==> src/rtl/if_stage_pipe_pkg.sv <==
// Shared definitions for the instruction-fetch stage and its IF/ID pipeline register.
// The ID stage consumes the if_id_t bundle directly.
package if_stage_pipe_pkg;

    localparam logic [31:0] NOP_INSTR        = 32'h0000_0000;
    localparam logic [31:0] PC_INC           = 32'd4;
    localparam logic [31:0] DEFAULT_RESET_PC = 32'h0000_0000;

    typedef struct packed {
        logic [31:0] pc4;
        logic [31:0] instr;
        logic        valid;
    } if_id_t;

    // A squashed slot carries a NOP so a stray decode of it is harmless.
    localparam if_id_t IF_ID_BUBBLE = '{pc4: 32'h0, instr: NOP_INSTR, valid: 1'b0};

    function automatic logic [31:0] pc_plus4(input logic [31:0] pc);
        return pc + PC_INC;
    endfunction

endpackage

==> src/rtl/if_stage_pipe_if.sv <==
// Control, instruction-memory and IF/ID bundle signals of the fetch stage.
// The slave modport is the fetch stage itself; master is the surrounding core.
interface if_stage_pipe_if #(
    parameter int CNT_W = 16
);

    logic             stall_i;
    logic             branch_taken_i;
    logic [31:0]      branch_target_i;
    logic             jump_i;
    logic [31:0]      jump_target_i;
    logic [31:0]      instr_i;
    logic [31:0]      pc_o;
    logic [31:0]      if_id_pc4_o;
    logic [31:0]      if_id_instr_o;
    logic             if_id_valid_o;
    logic [CNT_W-1:0] stall_cnt_o;
    logic [CNT_W-1:0] flush_cnt_o;

    modport slave (
        input  stall_i, branch_taken_i, branch_target_i, jump_i, jump_target_i, instr_i,
        output pc_o, if_id_pc4_o, if_id_instr_o, if_id_valid_o, stall_cnt_o, flush_cnt_o
    );

    modport master (
        output stall_i, branch_taken_i, branch_target_i, jump_i, jump_target_i, instr_i,
        input  pc_o, if_id_pc4_o, if_id_instr_o, if_id_valid_o, stall_cnt_o, flush_cnt_o
    );

endinterface

==> src/rtl/if_stage_pipe_sat_counter.sv <==
// Event counter that sticks at all-ones instead of wrapping, so a long run
// never reports a deceptively small count.
module sat_counter #(
    parameter int W = 16
) (
    input  logic         clk_i,
    input  logic         rst_i,
    input  logic         en,
    output logic [W-1:0] count
);

    always_ff @(posedge clk_i or negedge rst_i) begin
        if (!rst_i) begin
            count <= '0;
        end else if (en && (count != {W{1'b1}})) begin
            count <= count + 1'b1;
        end
    end

endmodule

==> src/rtl/if_stage_pipe.sv <==
// MIPS instruction-fetch stage: PC register, next-PC selection and the IF/ID
// pipeline register, with stall/flush event counters for performance debug.
module if_stage_pipe
    import if_stage_pipe_pkg::*;
#(
    parameter logic [31:0] RESET_PC = DEFAULT_RESET_PC,
    parameter int          CNT_W    = 16
) (
    input  logic              clk_i,
    input  logic              rst_i,
    if_stage_pipe_if.slave    bus
);

    logic [31:0] pc;
    logic [31:0] pc_next;
    if_id_t      if_id;
    if_id_t      if_id_next;
    logic        stall_event;
    logic        flush_event;

    // Stall outranks redirects: the hazard unit re-presents the branch or jump
    // once the stall clears, so acting on it now would double-redirect.
    always_comb begin
        pc_next     = pc_plus4(pc);
        if_id_next  = '{pc4: pc_plus4(pc), instr: bus.instr_i, valid: 1'b1};
        stall_event = 1'b0;
        flush_event = 1'b0;
        if (bus.stall_i) begin
            pc_next     = pc;
            if_id_next  = if_id;
            stall_event = 1'b1;
        end else if (bus.branch_taken_i) begin
            pc_next     = bus.branch_target_i;
            if_id_next  = IF_ID_BUBBLE;
            flush_event = 1'b1;
        end else if (bus.jump_i) begin
            pc_next     = bus.jump_target_i;
            if_id_next  = IF_ID_BUBBLE;
            flush_event = 1'b1;
        end
    end

    always_ff @(posedge clk_i or negedge rst_i) begin
        if (!rst_i) begin
            pc    <= RESET_PC;
            if_id <= IF_ID_BUBBLE;
        end else begin
            pc    <= pc_next;
            if_id <= if_id_next;
        end
    end

    sat_counter #(.W(CNT_W)) u_stall_cnt (
        .clk_i (clk_i),
        .rst_i (rst_i),
        .en    (stall_event),
        .count (bus.stall_cnt_o)
    );

    sat_counter #(.W(CNT_W)) u_flush_cnt (
        .clk_i (clk_i),
        .rst_i (rst_i),
        .en    (flush_event),
        .count (bus.flush_cnt_o)
    );

    assign bus.pc_o          = pc;
    assign bus.if_id_pc4_o   = if_id.pc4;
    assign bus.if_id_instr_o = if_id.instr;
    assign bus.if_id_valid_o = if_id.valid;

endmodule
==> src/flat_wrapper.sv <==
// flat-port wrapper written by rule: the top's interface ports become plain ports
module if_stage_pipe_flat import if_stage_pipe_pkg::*;
#(
    parameter logic [31:0] RESET_PC = DEFAULT_RESET_PC,
    parameter int          CNT_W    = 16
)
  (clk_i, rst_i, bus_stall_i, bus_branch_taken_i, bus_branch_target_i, bus_jump_i, bus_jump_target_i, bus_instr_i, bus_pc_o, bus_if_id_pc4_o, bus_if_id_instr_o, bus_if_id_valid_o, bus_stall_cnt_o, bus_flush_cnt_o);
  if_stage_pipe_if #(.CNT_W(CNT_W)) bus_i ();
  input  logic clk_i;
  input  logic rst_i;
  input wire logic [$bits(bus_i.stall_i)-1:0] bus_stall_i;
  input wire logic [$bits(bus_i.branch_taken_i)-1:0] bus_branch_taken_i;
  input wire logic [$bits(bus_i.branch_target_i)-1:0] bus_branch_target_i;
  input wire logic [$bits(bus_i.jump_i)-1:0] bus_jump_i;
  input wire logic [$bits(bus_i.jump_target_i)-1:0] bus_jump_target_i;
  input wire logic [$bits(bus_i.instr_i)-1:0] bus_instr_i;
  output wire logic [$bits(bus_i.pc_o)-1:0] bus_pc_o;
  output wire logic [$bits(bus_i.if_id_pc4_o)-1:0] bus_if_id_pc4_o;
  output wire logic [$bits(bus_i.if_id_instr_o)-1:0] bus_if_id_instr_o;
  output wire logic [$bits(bus_i.if_id_valid_o)-1:0] bus_if_id_valid_o;
  output wire logic [$bits(bus_i.stall_cnt_o)-1:0] bus_stall_cnt_o;
  output wire logic [$bits(bus_i.flush_cnt_o)-1:0] bus_flush_cnt_o;
  assign bus_i.stall_i = bus_stall_i;
  assign bus_i.branch_taken_i = bus_branch_taken_i;
  assign bus_i.branch_target_i = bus_branch_target_i;
  assign bus_i.jump_i = bus_jump_i;
  assign bus_i.jump_target_i = bus_jump_target_i;
  assign bus_i.instr_i = bus_instr_i;
  assign bus_pc_o = bus_i.pc_o;
  assign bus_if_id_pc4_o = bus_i.if_id_pc4_o;
  assign bus_if_id_instr_o = bus_i.if_id_instr_o;
  assign bus_if_id_valid_o = bus_i.if_id_valid_o;
  assign bus_stall_cnt_o = bus_i.stall_cnt_o;
  assign bus_flush_cnt_o = bus_i.flush_cnt_o;
  if_stage_pipe #(.RESET_PC(RESET_PC), .CNT_W(CNT_W)) u_core (.clk_i(clk_i), .rst_i(rst_i), .bus(bus_i));
endmodule
==> config.mk <==
export PLATFORM = sky130hd
export DESIGN_NAME = if_stage_pipe_flat
export DESIGN_NICKNAME = d
export VERILOG_FILES = /design/src/rtl/if_stage_pipe_pkg.sv /design/src/rtl/if_stage_pipe_if.sv /design/src/rtl/if_stage_pipe_sat_counter.sv /design/src/rtl/if_stage_pipe.sv /design/src/flat_wrapper.sv
export SDC_FILE = /design/constraint.sdc
export NUM_CORES = 1
export LEC_CHECK = 0
export BUFFER_PORTS_ARGS = -buffer_cell sky130_fd_sc_hd__buf_4
export CORE_UTILIZATION = 50
export DETAILED_ROUTE_END_ITERATION = 10
export GPL_TIMING_DRIVEN = 0
export PLACE_DENSITY_LB_ADDON = 0.15
export SLEW_MARGIN = 20
export SYNTH_ARGS = -nofsm -noshare
export SYNTH_HDL_FRONTEND = slang
export SYNTH_SLANG_ARGS = --single-unit
==> constraint.sdc <==
create_clock -name clk_i -period 4.5 [get_ports clk_i]
set_input_delay 0.675 -clock clk_i [delete_from_list [all_inputs] [get_ports clk_i]]
set_output_delay 0.675 -clock clk_i [all_outputs]
set_load 0.1 [all_outputs]
==> results.yml, run 1 <==
status:
  status: "completed"
pwr:
  power_density_nw_per_um2: 509
  p_leak_uw: 0.00426
  ir_drop_uv: 610
  power_switching_uw: 2070
  power_frac_comb_pct: 37.3
  clkPwrFrac_pct: 32.1
  seq_power_share_pct: 30.6
  p_total_uw: 4810
  switching_share_pct: 43.0
  p_int_uw: 2740
grt:
  grt_usage_pct: 33.9
  grt_max_degree: 93
  overflow: 0
  antenna_found_initial: 0
  grt_pass1_vias: 6936
  grt_pass1_wl_um: 36900
sta:
  setup_viol: 0
  fin_tns_setup_ns: 0
  rsz0062_at_grt: "false"
  drv_slew: 0
  hold_ws_ns: 0.124
  fmax_ghz: 0.367
  fin_crit_sh_pct: 60.6
  tightest_slew_ns: 0.859
  finalCriticalPeriod_ns: 2.73
  hold_viol_final: 0
  finClkSkew_ns: 0.00917
  slew_headroom_pct: 42.2
placed_design:
  hpwl_um: 16500
  dp.cells: 1155
  place_congestion: 0.934
  port_buffers: 228
clocking:
  postCtsSetupRepairBufs: 0
  ctsHoldBuffers: 0
  cts.sinks: 129
  cts_max_path_buffers: 2
  cts_buffers: 17
  worstSkewPairLatency_ns: 0.43
  tritoncts: "yes"
  htree_num_levels: 4
  path_clk_slew_ns: 0.05
  root_buffer: "clkbuf_16"
  ctsResizeCount: 0
drt:
  drt-met1-wl_um: 9310
  drc: 0
  wl_met2_um: 11000
  wl_per_cell_um: 19.7
  wirelength_um: 23400
  drt_iter0_drc: 838
  drtPass1Iterations: 5
  wl_met3_um: 2230
  vias: 7246
  maxUsedRoutingLayer: "met4"
  routed_via_density: 6.11
  antenna_left: 0
logic_synthesis:
  yosys_warnings: 0
  avgSynthCellArea_um2: 9.11
  syn-num-nets: 854
  synth-async-reset-ratio_pct: 100
  synth-seq-cells: 129
  synth_edf_count: 0
  seq_area_frac_synth_pct: 47.2
  netlist_instances: 750
  ys.flop_type: "dfrtp_1"
  syn_area_um2: 6830
  ys_types: 65
floorplanning:
  num_rows: 42
  core_area_um2: 13300
  start_util_pct: 51.4
  die_x_um: 119
  die-area_um2: 14100
  fp.dieH_um: 119
  num_io_pins: 230
setup_path:
  cp_max_fo: 10
  start_kind: "primary input"
  critPathArrivalTime_ns: 3.06
  path_class: "primary input to register"
  critPathRequiredTime_ns: 4.84
  worst_setup_path_end_kind: "register"
finish:
  syn2layout_area_growth_pct: 38.5
  layout-drive-gt1-share_pct: 28.4
  antenna-diode-count: 0
  nets: 1102
  instances_no_fill: 1186
  fin_util_pct: 71.2
  n_fill_cell: 1113
min_path:
  worstHoldPathType: "primary input to asynchronous set/reset pin"
flow_run:
  maxCapViolCount: 0
synthesized netlist by cell type, types with 2 or more instances:
library cell / n / share of area (%)
a31oi_1: 4 / 0.37
or3_1: 3 / 0.27
clkbuf_2: 2 / 0.15
o21ai_0: 68 / 5.0
o21a_1: 4 / 0.44
nor4_1: 10 / 0.92
a32oi_1: 3 / 0.38
inv_1: 8 / 0.44
buf_4: 5 / 0.55
and2_1: 4 / 0.37
nand3_1: 34 / 2.5
a41oi_1: 2 / 0.26
nand2_1: 138 / 7.6
mux2_2: 2 / 0.33
dfrtp_1: 129 / 47
nor2b_1: 4 / 0.37
o2111ai_1: 18 / 2.3
ha_1: 3 / 0.55
buf_1: 6 / 0.33
nor3b_1: 2 / 0.22
nor2_1: 18 / 0.99
o311ai_0: 3 / 0.38
xor2_1: 6 / 0.77
o211ai_1: 17 / 1.9
o22ai_1: 4 / 0.37
buf_2: 5 / 0.37
and3_1: 17 / 1.6
a221o_1: 4 / 0.59
and4_1: 6 / 0.77
o2bb2ai_1: 2 / 0.26
a22o_1: 8 / 1.0
clkbuf_1: 41 / 2.3
a21oi_1: 15 / 1.1
o31ai_1: 5 / 0.55
xnor2_1: 30 / 3.8
a222oi_1: 2 / 0.29
nand4_1: 33 / 3.0
a22oi_1: 12 / 1.3
nor3_1: 25 / 1.8
nand3_2: 3 / 0.44
or4_1: 12 / 1.3
clkbuf_8: 2 / 0.40
a211oi_1: 4 / 0.44
a311o_1: 3 / 0.44
mux2i_1: 4 / 0.59
worst max-delay path, cell delays in order:
cell	delay, ns
buf_4	0.09
clkbuf_1	0.44
nor2b_1	0.31
clkbuf_1	0.58
clkbuf_1	0.55
a22oi_1	0.19
o2111ai_1	0.23
path summary, 6_finish.rpt:
kind | from | to | slack (ns) | cells past startpoint
min in group clk_i | u_core.bus.if_id_pc4_o[10] | u_core.bus.if_id_pc4_o[10] | 0.48 | 2
min | rst_i | u_core.bus.if_id_pc4_o[19] | 0.12 | 1
max in group asynchronous | rst_i | u_core.u_stall_cnt.count[2] | 3.62 | 2
max reg2reg | u_core.bus.pc_o[2] | u_core.bus.pc_o[24] | 2.05 | 5
min reg2reg | u_core.bus.if_id_pc4_o[10] | u_core.bus.if_id_pc4_o[10] | 0.48 | 2
max | bus_jump_i | u_core.bus.pc_o[26] | 1.77 | 7
flip-flops by register name, summed over array words and instances, names as in the netlist:
signal and flops:
u_core.bus.if_id_instr_o 32, u_core.bus.if_id_pc4_o 32, u_core.bus.if_id_valid_o 1, u_core.bus.pc_o 32
u_core.u_flush_cnt.count 16, u_core.u_stall_cnt.count 16
layout make-up:
class                           count  area [um2]  area share (%)
Multi-Input combinational cell    552        3300            34.9
Tap cell                          176         220            2.33
Timing Repair Buffer              229        1750            18.5
Clock buffer                       21         480            5.08
Sequential cell                   129        3230            34.1
Buffer                             61         277            2.92
Inverter                            8        30.0           0.317
Clock inverter                     10         180            1.90
kinds of logic (layout without fill, tap and decap cells):
family / count (synthesis) / in the layout / synth area share, %
compound gates: 186 / 186 / 18.3
xor+xnor: 36 / 36 / 4.61
fa+ha+maj: 3 / 3 / 0.549
buf+inv: 69 / 329 / 4.49
flops: 129 / 129 / 47.2
mux: 6 / 6 / 0.916
simple gates: 321 / 321 / 23.8
through the flow:
stage          setup WS, ns  instance area, um2
6_report               1.77                9460
5_1_grt                1.66                9460
4_1_cts                1.81                9460
3_5_place_dp           1.37                8800
3_3_place_gp           1.36                8760
2_1_floorplan          1.82                6830
power groups by stage:
stage | sequential [uW] | combinational [uW] | clock (uW)
6_report | 1470 | 1800 | 1540
5_1_grt | 1490 | 1870 | 1610
4_1_cts | 1470 | 1800 | 1550
2_1_floorplan | 2450 | 342 | 0
3_5_place_dp | 1480 | 1790 | 0
3_3_place_gp | 1480 | 1770 | 0
metal layers:
layer	vias up	track usage, %
met5	-	0
met4	0	16.9
met3	66	8.48
met2	395	53.3
met1	3497	43.4
li1	3288	-
cells in the final DEF, fill, tap and decap left out, drive strengths merged, types with 26 or more instances in the layout:
cell,count
nand4,33
o21ai,68
nand3,38
clkbuf,66
buf,245
nor3,26
dfrtp,129
xnor2,30
nand2,138
Note: power is estimated with default switching activity, not from simulation.
==> run 2, diff against run 1 <==
--- a/config.mk
+++ b/config.mk
@@ -5,6 +5,7 @@
 export SDC_FILE = /design/constraint.sdc
 export NUM_CORES = 1
 export LEC_CHECK = 0
+export ABC_AREA = 1
 export BUFFER_PORTS_ARGS = -buffer_cell sky130_fd_sc_hd__buf_4
 export CORE_UTILIZATION = 50
 export DETAILED_ROUTE_END_ITERATION = 10
==> constraint.sdc (replaced) <==
create_clock -name clk_i -period 2.7 [get_ports clk_i]
set_input_delay 0.405 -clock clk_i [delete_from_list [all_inputs] [get_ports clk_i]]
set_output_delay 0.405 -clock clk_i [all_outputs]
set_load 0.1 [all_outputs]
==> run 2 against run 1 <==
Effect of this change: die area is 3.5% lower; via count is 11% lower; clock power grew 38%; clock skew about the same; critical path depth rose by 2; largest cell class is now registers; synthesized area fell by 3.5%; sequential cell count unchanged; synthesized cell count rose by 3.7%; worst hold slack better by 0.073 ns; utilization up 0.34 points; final area fell by 3.8%; sequential share of layout area rose by 1.4 points; largest power group unchanged.
==> results.yml, run 2 <==
logic_synthesis:
  seq_area_frac_synth_pct: 49.0
  yosysTopAreaCellShare_pct: 49.0
  yosys_warnings: 0
  yosysTopAreaCell: "dfrtp_1"
  netlist_top_cells_area: "dfrtp_1, nand2_1, a22o_1"
  ys_types: 39
  ys.flop_type: "dfrtp_1"
  syn_area_um2: 6590
  synth-seq-cells: 129
  synth_edf_count: 0
  avgSynthCellArea_um2: 8.47
  synth-async-reset-ratio_pct: 100
  netlist_instances: 778
  ys_top_cells_by_count: "nand2_1, dfrtp_1, nor2_1, inv_1, a21oi_1"
  syn-num-nets: 882
  yosysMostFrequentCell: "nand2_1"
finish:
  nets: 1130
  layout-drive-gt1-share_pct: 29.5
  instances_no_fill: 1209
  syn2layout_area_growth_pct: 38.0
  layout_common_cells: "buf_4, nand2_1, dfrtp_1, nor2_1, inv_1"
  antenna-diode-count: 0
  final_area_um2: 9100
  final_common_cell: "buf_4"
  fin_util_pct: 71.5
clocking:
  worstSkewPairLatency_ns: 0.42
  cts.sinks: 129
  root_buffer: "clkbuf_16"
  tritoncts: "yes"
  ctsResizeCount: 0
  postCtsSetupRepairBufs: 0
  path_clk_slew_ns: 0.05
  cts_max_path_buffers: 2
  cts_buffers: 17
  htree_num_levels: 4
setup_path:
  cpMaxStageDelayCell: "dfrtp_1"
  cp_max_fo: 10
  slowest_delay_ns: 0.42
  start_kind: "register"
  critPathArrivalTime_ns: 2.24
  critPathRequiredTime_ns: 3.00
  cp_common_cell: "nand3_1"
  path_cells: "ha_1, nand3_1, nor3_2, nand3_2, nand2_4, inv_2, buf_6, nand3_1, nand2_1"
  path_class: "register to register"
  worst_setup_path_end_kind: "register"
placed_design:
  hpwl_um: 14800
  dpl_cell_area_um2: 8550
  port_buffers: 227
  place_congestion: 0.894
  dp.cells: 1178
floorplanning:
  num_rows: 41
  die-area_um2: 13600
  fp.dieH_um: 117
  core_area_um2: 12700
  num_io_pins: 230
  start_util_pct: 51.8
  die_x_um: 117
drt:
  drc: 0
  antenna_left: 0
  drt_iter0_drc: 411
  wl_per_cell_um: 16.4
  wirelength_um: 19800
  routed_via_density: 5.31
  vias: 6420
  drtPass1Iterations: 5
grt:
  grt_usage_pct: 30.1
  antenna_found_initial: 0
  grt_pass1_wl_um: 30700
  grt_use_met2_pct: 47.4
  grt_max_degree: 84
  overflow: 0
  grt-busiest-layer: "met2"
  grt_pass1_vias: 6007
  use_met3_pct: 8.14
  met1_usage_pct: 40.0
flow_run:
  maxCapViolCount: 0
sta:
  fmax_ghz: 0.516
  rsz0062_at_grt: "false"
  hold_viol_final: 0
  finalCriticalPeriod_ns: 1.94
  fin_tns_setup_ns: 0
  hold_ws_ns: 0.197
  finClkSkew_ns: 0.00869
  fin_crit_sh_pct: 71.8
  tightest_slew_ns: 0.612
  drv_slew: 0
  setup_viol: 0
  slew_headroom_pct: 59.2
status:
  status: "completed"
pwr:
  p_leak_uw: 0.00449
  ir_drop_uv: 999
  power_density_nw_per_um2: 860
min_path:
  worstHoldPathType: "primary input to register"
==> run 2: cell types whose count changed in the layout (fill, tap and decap cells not counted), sizes merged, moves of 19 or more <==
cell / change
xor2: +26
inv: +45
nand2: +83
nand4: -28
clkbuf: -22
xnor2: -27
a221oi: +20
a22o: +25
nor2: +69
a21oi: +19
==> run 2: metrics by stage <==
stage | worst slack (ns) | total power [uW]
after floorplan | 0.374 | 4890
after global placement | 0.783 | 5670
after global routing | 0.635 | 8110
final | 0.762 | 7820
after detailed placement | 0.812 | 5700
after CTS | 0.769 | 7830
==> run 2: logic make-up (layout without fill, tap and decap cells) <==
kind of cell	Yosys count	in the layout	share of synthesized area, %
adder cells (fa/ha/maj)	3	3	0.569
AO/OA/AOI/OAI	147	147	15.1
AND/OR/NAND/NOR	377	377	25.1
buffers and inverters	87	346	5.56
flip-flops	129	129	49.0
XOR/XNOR	35	35	4.65
==> run 2: path summary, 6_finish.rpt <==
path | startpoint | endpoint | slack (ns) | cells past startpoint
max reg2reg | u_core.u_stall_cnt.count[0] | u_core.u_stall_cnt.count[5] | 0.76 | 9
max | u_core.u_stall_cnt.count[0] | u_core.u_stall_cnt.count[5] | 0.76 | 9
min in group asynchronous | rst_i | u_core.u_stall_cnt.count[9] | 0.47 | 2
min reg2reg | u_core.bus.if_id_pc4_o[9] | u_core.bus.if_id_pc4_o[9] | 0.48 | 2
min | bus_instr_i[5] | u_core.bus.if_id_instr_o[5] | 0.20 | 2
max in group asynchronous | rst_i | u_core.bus.pc_o[5] | 1.50 | 3
==> run 2: timing repair <==
action	in CTS	in global routing
hold endpoints to repair	46	0
hold buffers	1	0
endpoints found under the setup margin	0	0
==> run 2: metal layers <==
layer	wire (um)	share of wire, %	up-vias
met4	408	2.1	0
met2	9280	47	260
met1	8640	44	3040
met3	1500	7.6	32
met5	0	0	-
li1	-	-	3088
==> run 2: worst max-delay path, delay by kind of cell, from the launching register on <==
kind / cells / cell delay (ns)
flip-flops: 1 / 0.42
adder cells (fa/ha/maj): 1 / 0.25
buffers and inverters: 2 / 0.22
AND/OR/NAND/NOR: 6 / 0.92
==> run 2: layout make-up <==
class / count / area, um2
buffer: 34 / 168
clock buffer: 24 / 482
clock inverter: 6 / 57.6
fill: 1034 / 3630
inverter: 53 / 199
multi-input combinational: 562 / 3000
sequential: 129 / 3230
tap: 172 / 215
timing repair buffer: 229 / 1750
==> run 2: where the power goes <==
| group | total, uW | leakage [uW] | internal (uW) | switching, uW |
|---|---|---|---|---|
| combinational | 3210 | 0.00257 | 692 | 2520 |
| clock | 2130 | 0.000266 | 1320 | 806 |
| sequential | 2480 | 0.00165 | 2180 | 299 |
